### src/rtl/alu_share_arb_pkg.sv
// Shared ALU definitions: op codes, arbiter FSM encodings and the legality check
// used by the shared ALU and its front end.
package alu_pkg;

  localparam logic [2:0] ALU_AND = 3'b000;
  localparam logic [2:0] ALU_OR  = 3'b001;
  localparam logic [2:0] ALU_ADD = 3'b010;
  localparam logic [2:0] ALU_SUB = 3'b110;
  localparam logic [2:0] ALU_SLT = 3'b111;

  localparam logic [1:0] ST_IDLE = 2'd0;
  localparam logic [1:0] ST_EXEC = 2'd1;
  localparam logic [1:0] ST_RESP = 2'd2;

  function automatic logic is_legal_op(input logic [2:0] op);
    case (op)
      ALU_AND, ALU_OR, ALU_ADD, ALU_SUB, ALU_SLT: return 1'b1;
      default:                                    return 1'b0;
    endcase
  endfunction

endpackage

### src/rtl/alu_share_arb_if.sv
// One requester channel of the shared ALU: request handshake carrying operands
// and op code, response handshake carrying result, zero flag and error flag.
interface alu_share_arb_if #(parameter int WIDTH = 32);

  logic             req_valid;
  logic             req_ready;
  logic [WIDTH-1:0] a;
  logic [WIDTH-1:0] b;
  logic [2:0]       op;
  logic             rsp_valid;
  logic             rsp_ready;
  logic [WIDTH-1:0] z;
  logic             zero;
  logic             err;

  modport master (
    output req_valid, a, b, op, rsp_ready,
    input  req_ready, rsp_valid, z, zero, err
  );

  modport slave (
    input  req_valid, a, b, op, rsp_ready,
    output req_ready, rsp_valid, z, zero, err
  );

endinterface

### src/rtl/alu_share_arb_yalu.sv
// The datapath's shared combinational ALU. Illegal op codes produce a zero
// result with the error flag raised.
module yAlu
  import alu_pkg::*;
#(
  parameter int WIDTH = 32
) (
  input  logic [WIDTH-1:0] a,
  input  logic [WIDTH-1:0] b,
  input  logic [2:0]       op,
  output logic [WIDTH-1:0] z,
  output logic             zero,
  output logic             err
);

  always_comb begin
    z   = '0;
    err = !is_legal_op(op);
    case (op)
      ALU_AND: z = a & b;
      ALU_OR:  z = a | b;
      ALU_ADD: z = a + b;
      ALU_SUB: z = a - b;
      ALU_SLT: z = {{(WIDTH-1){1'b0}}, ($signed(a) < $signed(b))};
      default: z = '0;
    endcase
  end

  assign zero = (z == '0);

endmodule

### src/rtl/alu_share_arb.sv
// Round-robin front end that lets two requesters share one yAlu; one operation
// is in flight at a time and its result is held until the owner takes it.
module alu_share_arb
  import alu_pkg::*;
#(
  parameter int WIDTH = 32
) (
  input  logic           clk,
  input  logic           reset,
  alu_share_arb_if.slave req0,
  alu_share_arb_if.slave req1,
  output logic           busy
);

  logic [1:0]       state;
  logic             last;
  logic             owner;
  logic [WIDTH-1:0] a_q;
  logic [WIDTH-1:0] b_q;
  logic [2:0]       op_q;
  logic [WIDTH-1:0] z_q;
  logic             zero_q;
  logic             err_q;

  logic [WIDTH-1:0] alu_z;
  logic             alu_zero;
  logic             alu_err;
  logic             grant0;
  logic             grant1;
  logic             rsp_take;

  // On a tie the requester that was not served last wins.
  assign grant0 = req0.req_valid && (!req1.req_valid || last);
  assign grant1 = req1.req_valid && (!req0.req_valid || !last);

  assign req0.req_ready = !reset && (state == ST_IDLE) && grant0;
  assign req1.req_ready = !reset && (state == ST_IDLE) && grant1;

  assign req0.rsp_valid = (state == ST_RESP) && !owner;
  assign req1.rsp_valid = (state == ST_RESP) && owner;
  assign req0.z         = z_q;
  assign req1.z         = z_q;
  assign req0.zero      = zero_q;
  assign req1.zero      = zero_q;
  assign req0.err       = err_q;
  assign req1.err       = err_q;

  assign rsp_take = owner ? req1.rsp_ready : req0.rsp_ready;
  assign busy     = (state != ST_IDLE);

  yAlu #(.WIDTH(WIDTH)) u_alu (
    .a    (a_q),
    .b    (b_q),
    .op   (op_q),
    .z    (alu_z),
    .zero (alu_zero),
    .err  (alu_err)
  );

  always_ff @(posedge clk or posedge reset) begin
    if (reset) begin
      state  <= ST_IDLE;
      last   <= 1'b1;
      owner  <= 1'b0;
      a_q    <= '0;
      b_q    <= '0;
      op_q   <= '0;
      z_q    <= '0;
      zero_q <= 1'b0;
      err_q  <= 1'b0;
    end else begin
      case (state)
        ST_IDLE: begin
          if (grant0 || grant1) begin
            owner <= grant1;
            a_q   <= grant1 ? req1.a  : req0.a;
            b_q   <= grant1 ? req1.b  : req0.b;
            op_q  <= grant1 ? req1.op : req0.op;
            state <= ST_EXEC;
          end
        end
        ST_EXEC: begin
          z_q    <= alu_z;
          zero_q <= alu_zero;
          err_q  <= alu_err;
          state  <= ST_RESP;
        end
        ST_RESP: begin
          if (rsp_take) begin
            last  <= owner;
            state <= ST_IDLE;
          end
        end
        default: state <= ST_IDLE;
      endcase
    end
  end

endmodule

### src/flat_wrapper.sv
// flat-port wrapper written by rule: the top's interface ports become plain ports
module alu_share_arb_flat import alu_pkg::*;
#(
  parameter int WIDTH = 32
)
  (clk, reset, busy, req0_req_valid, req0_a, req0_b, req0_op, req0_rsp_ready, req0_req_ready, req0_rsp_valid, req0_z, req0_zero, req0_err, req1_req_valid, req1_a, req1_b, req1_op, req1_rsp_ready, req1_req_ready, req1_rsp_valid, req1_z, req1_zero, req1_err);
  alu_share_arb_if #(.WIDTH(WIDTH)) req0_i ();
  alu_share_arb_if #(.WIDTH(WIDTH)) req1_i ();
  input  logic clk;
  input  logic reset;
  output logic busy;
  input wire logic [$bits(req0_i.req_valid)-1:0] req0_req_valid;
  input wire logic [$bits(req0_i.a)-1:0] req0_a;
  input wire logic [$bits(req0_i.b)-1:0] req0_b;
  input wire logic [$bits(req0_i.op)-1:0] req0_op;
  input wire logic [$bits(req0_i.rsp_ready)-1:0] req0_rsp_ready;
  output wire logic [$bits(req0_i.req_ready)-1:0] req0_req_ready;
  output wire logic [$bits(req0_i.rsp_valid)-1:0] req0_rsp_valid;
  output wire logic [$bits(req0_i.z)-1:0] req0_z;
  output wire logic [$bits(req0_i.zero)-1:0] req0_zero;
  output wire logic [$bits(req0_i.err)-1:0] req0_err;
  input wire logic [$bits(req1_i.req_valid)-1:0] req1_req_valid;
  input wire logic [$bits(req1_i.a)-1:0] req1_a;
  input wire logic [$bits(req1_i.b)-1:0] req1_b;
  input wire logic [$bits(req1_i.op)-1:0] req1_op;
  input wire logic [$bits(req1_i.rsp_ready)-1:0] req1_rsp_ready;
  output wire logic [$bits(req1_i.req_ready)-1:0] req1_req_ready;
  output wire logic [$bits(req1_i.rsp_valid)-1:0] req1_rsp_valid;
  output wire logic [$bits(req1_i.z)-1:0] req1_z;
  output wire logic [$bits(req1_i.zero)-1:0] req1_zero;
  output wire logic [$bits(req1_i.err)-1:0] req1_err;
  assign req0_i.req_valid = req0_req_valid;
  assign req0_i.a = req0_a;
  assign req0_i.b = req0_b;
  assign req0_i.op = req0_op;
  assign req0_i.rsp_ready = req0_rsp_ready;
  assign req0_req_ready = req0_i.req_ready;
  assign req0_rsp_valid = req0_i.rsp_valid;
  assign req0_z = req0_i.z;
  assign req0_zero = req0_i.zero;
  assign req0_err = req0_i.err;
  assign req1_i.req_valid = req1_req_valid;
  assign req1_i.a = req1_a;
  assign req1_i.b = req1_b;
  assign req1_i.op = req1_op;
  assign req1_i.rsp_ready = req1_rsp_ready;
  assign req1_req_ready = req1_i.req_ready;
  assign req1_rsp_valid = req1_i.rsp_valid;
  assign req1_z = req1_i.z;
  assign req1_zero = req1_i.zero;
  assign req1_err = req1_i.err;
  alu_share_arb #(.WIDTH(WIDTH)) u_core (.clk(clk), .reset(reset), .req0(req0_i), .req1(req1_i), .busy(busy));
endmodule
### config.mk
export PLATFORM = sky130hd
export DESIGN_NAME = alu_share_arb_flat
export DESIGN_NICKNAME = d
export VERILOG_FILES = /design/src/rtl/alu_share_arb_pkg.sv /design/src/rtl/alu_share_arb_if.sv /design/src/rtl/alu_share_arb_yalu.sv /design/src/rtl/alu_share_arb.sv /design/src/flat_wrapper.sv
export SDC_FILE = /design/constraint.sdc
export NUM_CORES = 1
export LEC_CHECK = 0
export ABC_AREA = 0
export CORE_MARGIN = 2
export CORE_UTILIZATION = 45
export CTS_BUF_LIST = sky130_fd_sc_hd__clkbuf_16
export CTS_CLUSTER_SIZE = 24
export DETAILED_ROUTE_END_ITERATION = 6
export PLACE_DENSITY = 0.72
export SLEW_MARGIN = 30
export SYNTH_ARGS = -nofsm -noshare
export SYNTH_HDL_FRONTEND = slang
export SYNTH_SLANG_ARGS = --single-unit
### constraint.sdc
create_clock -name clk -period 5.8 [get_ports clk]
set_clock_uncertainty 0.05 [all_clocks]
set_input_delay 1.16 -clock clk [delete_from_list [all_inputs] [get_ports clk]]
set_output_delay 1.16 -clock clk [all_outputs]
set_load 0.005 [all_outputs]
==> impl_metrics.toml <==
[status]
outcome = "completed"

[global_routing]
grt_pass1_vias = 9409
antenna_found_initial = 0
grt_pass1_wl_um = 51500
grt_overflow = 0
grt_max_degree = 77
grt_usage = 0.272

[critical_path]
cp_slowest_stage_delay_ps = 530
path_depth = 5
r2r_cells = 13
worstPathArrival_ps = 3020
crit_path_end_kind = "primary output"
worst_path_most_repeated_cell = "clkdlybuf4s50_1"
timing.rr.start = "u_core.b_q[1]"
setup.reg_to_reg.worst_slack_ps = 1790
startpoint = "req1_req_valid"
path_delay_family = "buffers and inverters"
r2r_end = "u_core.req0.zero"
slowest_stage = "clkdlybuf4s50_1"
start_kind = "input pin"
crit_chain = "clkdlybuf4s50_1, a21boi_4, buf_4, and3_1, clkdlybuf4s50_1"
critPathRequiredTime_ps = 4590
crit_type = "in -> out"
crit_end = "req1_req_ready"
path_max_fanout = 26
crit_buf_inv = 3

[logic_synthesis]
synth-seq-area-share = 0.257
synthMuxAreaShare = 0.0907
synth_top_family_by_area = "compound AO/OA/AOI/OAI gates"
async_flop_share = 1.00
ys_seq_elements = 105
yosysTopAreaCell = "dfrtp_1"
synth_edf_count = 0
yosys.area_share.adder = 0.125
avgSynthCellArea_um2 = 7.88
yosys.area_share.simple = 0.176
ys_warn_count = 0
netlist_area_mm2 = 0.0102
ys.flop_type = "dfrtp_1"
syn_nets = 1539
syn_inst = 1298
yosysUniqueCellTypes = 85
synth_area_leaders = "dfrtp_1, ha_1, mux2i_1, a21oi_1, nor2_1"
synth_compound_area_frac = 0.244
synth_top_area_frac = 0.254
synth-xor-area-share = 0.0120

[cts]
clk_latency_ps = 360
htree_num_levels = 3
post_cts_buffers = 0
cts_root_buf = "clkbuf_16"
cts.sinks = 105
cts_tree = "built"
cts_buffers = 9
cts.clk_slew.worst_paths_ps = 70
postCtsHoldBufs = 0
cts_resized = 0
clockBufferDepth = 2

[floorplan]
fp-row-count = 55
fp.dieW_um = 155
dieArea_mm2 = 0.0239
core-area_mm2 = 0.0225
initial_core_util = 0.454
ios = 213
dieHeight_um = 155

[timing]
period_minus_slack_ps = 4230
tns_ps = 0
worst_pin_slew_ps = 828
hold_violations = 0
slew_headroom = 0.439
fmax_ghz = 0.236
slew_viol_final = 0
holdWs_ps = 454
setup-violations-final = 0
rsz0062_at_grt = "no"
fin_crit_sh = 0.730

[route]
drt_iter0_drc = 883
num_vias = 10020
totalWireLength_um = 32800
firstDrtPassIters = 6
drc = 0
ant_nets = 0
viasPerCell = 5.85
wl_per_cell_um = 19.2

[finish]
final_cell_mix = "clkdlybuf4s50_1, a21oi_1, nor2_1"
drive_gt1_frac = 0.0413
areaGrowthSynthToFinish_pct = 23.1
diodes = 0
num-nets-final = 1663
nFillCells = 2135
final_common_cell = "clkdlybuf4s50_1"

[pwr]
p_leak_nw = 5.61
power_density_mw_per_mm2 = 693
vdd.ir_drop.worst_v = 0.000215

[worst_hold_path]
hold_path.class = "reg -> reg"

[placed_design]
gp_congestion = 0.969
dp_hpwl_um = 25300
port_buffers = 212

[run]
maxCapViolations = 0
[cells by family after synthesis]
family,count (synthesis)
flops,105
simple gates,381
xor+xnor,14
mux,92
compound gates,388
fa+ha+maj,101
buf+inv,217
[worst reg2reg max path: cells and delay by family, from the launching register on]
kind	cells	cell delay [ps]
AO/OA/AOI/OAI	11	2950
flip-flops	1	470
adder cells (fa/ha/maj)	1	340
buffers and inverters	1	100
[routing by layer]
layer,GRT usage,vias up,share of wire
met2,0.429,453,0.44
met1,0.389,4700,0.46
met4,0.0719,0,0.017
li1,-,4833,-
met3,0.0420,34,0.078
met5,0,-,0
[cells in the mapped netlist, types with 6 or more instances]
cell type,n
a21oi_1,151
nor2_1,129
dfrtp_1,104
inv_1,103
nand2_1,102
ha_1,99
mux2i_1,87
o21ai_0,62
clkbuf_1,47
buf_4,36
nand3_1,27
nor3_1,21
o211ai_1,17
nor2b_1,16
a211oi_1,15
nand4_1,15
o31ai_1,15
buf_2,14
buf_1,13
nand2b_1,13
xnor2_1,13
nor4_1,12
a31oi_1,11
o21ai_1,11
a211o_1,9
a221o_1,8
and2_1,8
o21a_1,8
o22ai_1,8
a21o_1,7
and3_1,7
o2111ai_1,7
or3_1,6
[final cells by class]
type | instances | area, um^2 | area share
multi-input cells | 976 | 6650 | 0.528
flip-flops and latches | 105 | 2630 | 0.209
repair buffers | 225 | 2220 | 0.176
inverters | 105 | 397 | 0.0315
well taps | 285 | 357 | 0.0283
clock buffers | 9 | 225 | 0.0179
clock inverters | 7 | 115 | 0.00914
[stage by stage]
step	setup WS (ps)	area (um^2)	total power, W	utilization	cells
CTS	1550	12600	0.00861	0.559	1712
finish	1570	12600	0.00873	0.559	1712
global placement	1590	12200	0.00780	0.544	1696
global route	1480	12600	0.00942	0.559	1712
detailed placement	1560	12200	0.00785	0.544	1696
floorplan	821	10200	0.00595	-	1298
[how the worst min path moves through the flow]
| stage | startpoint | to | slack [ps] | cells past startpoint |
|---|---|---|---|---|
| 3_3_place_gp | u_core.req0.z[22] | u_core.req0.z[22] | 440 | 2 |
| 3_5_place_dp | u_core.req0.z[22] | u_core.req0.z[22] | 440 | 2 |
| 6_report | u_core.req0.z[22] | u_core.req0.z[22] | 450 | 2 |
| 2_1_floorplan | u_core.req0.z[7] | u_core.req0.z[7] | 440 | 2 |
| 5_1_grt | u_core.req0.z[29] | u_core.req0.z[29] | 490 | 2 |
| 4_1_cts | u_core.req0.z[22] | u_core.req0.z[22] | 460 | 2 |
[where the power goes]
part,leakage [nW],internal (W),switching [W]
registers,1.22,0.00107,0.000346
logic,4.22,0.00247,0.00411
clock network,0.169,0.000423,0.000300
[registers in the layout, summed over array words and instances, names as in the netlist]
signal / flops
u_core.owner: 1
u_core.op_q: 3
u_core.a_q: 32
u_core.req0.err: 1
u_core.req0.z: 32
u_core.state: 2
u_core.last: 1
u_core.req0.zero: 1
u_core.b_q: 32
Power figures use the tool's default switching activity.
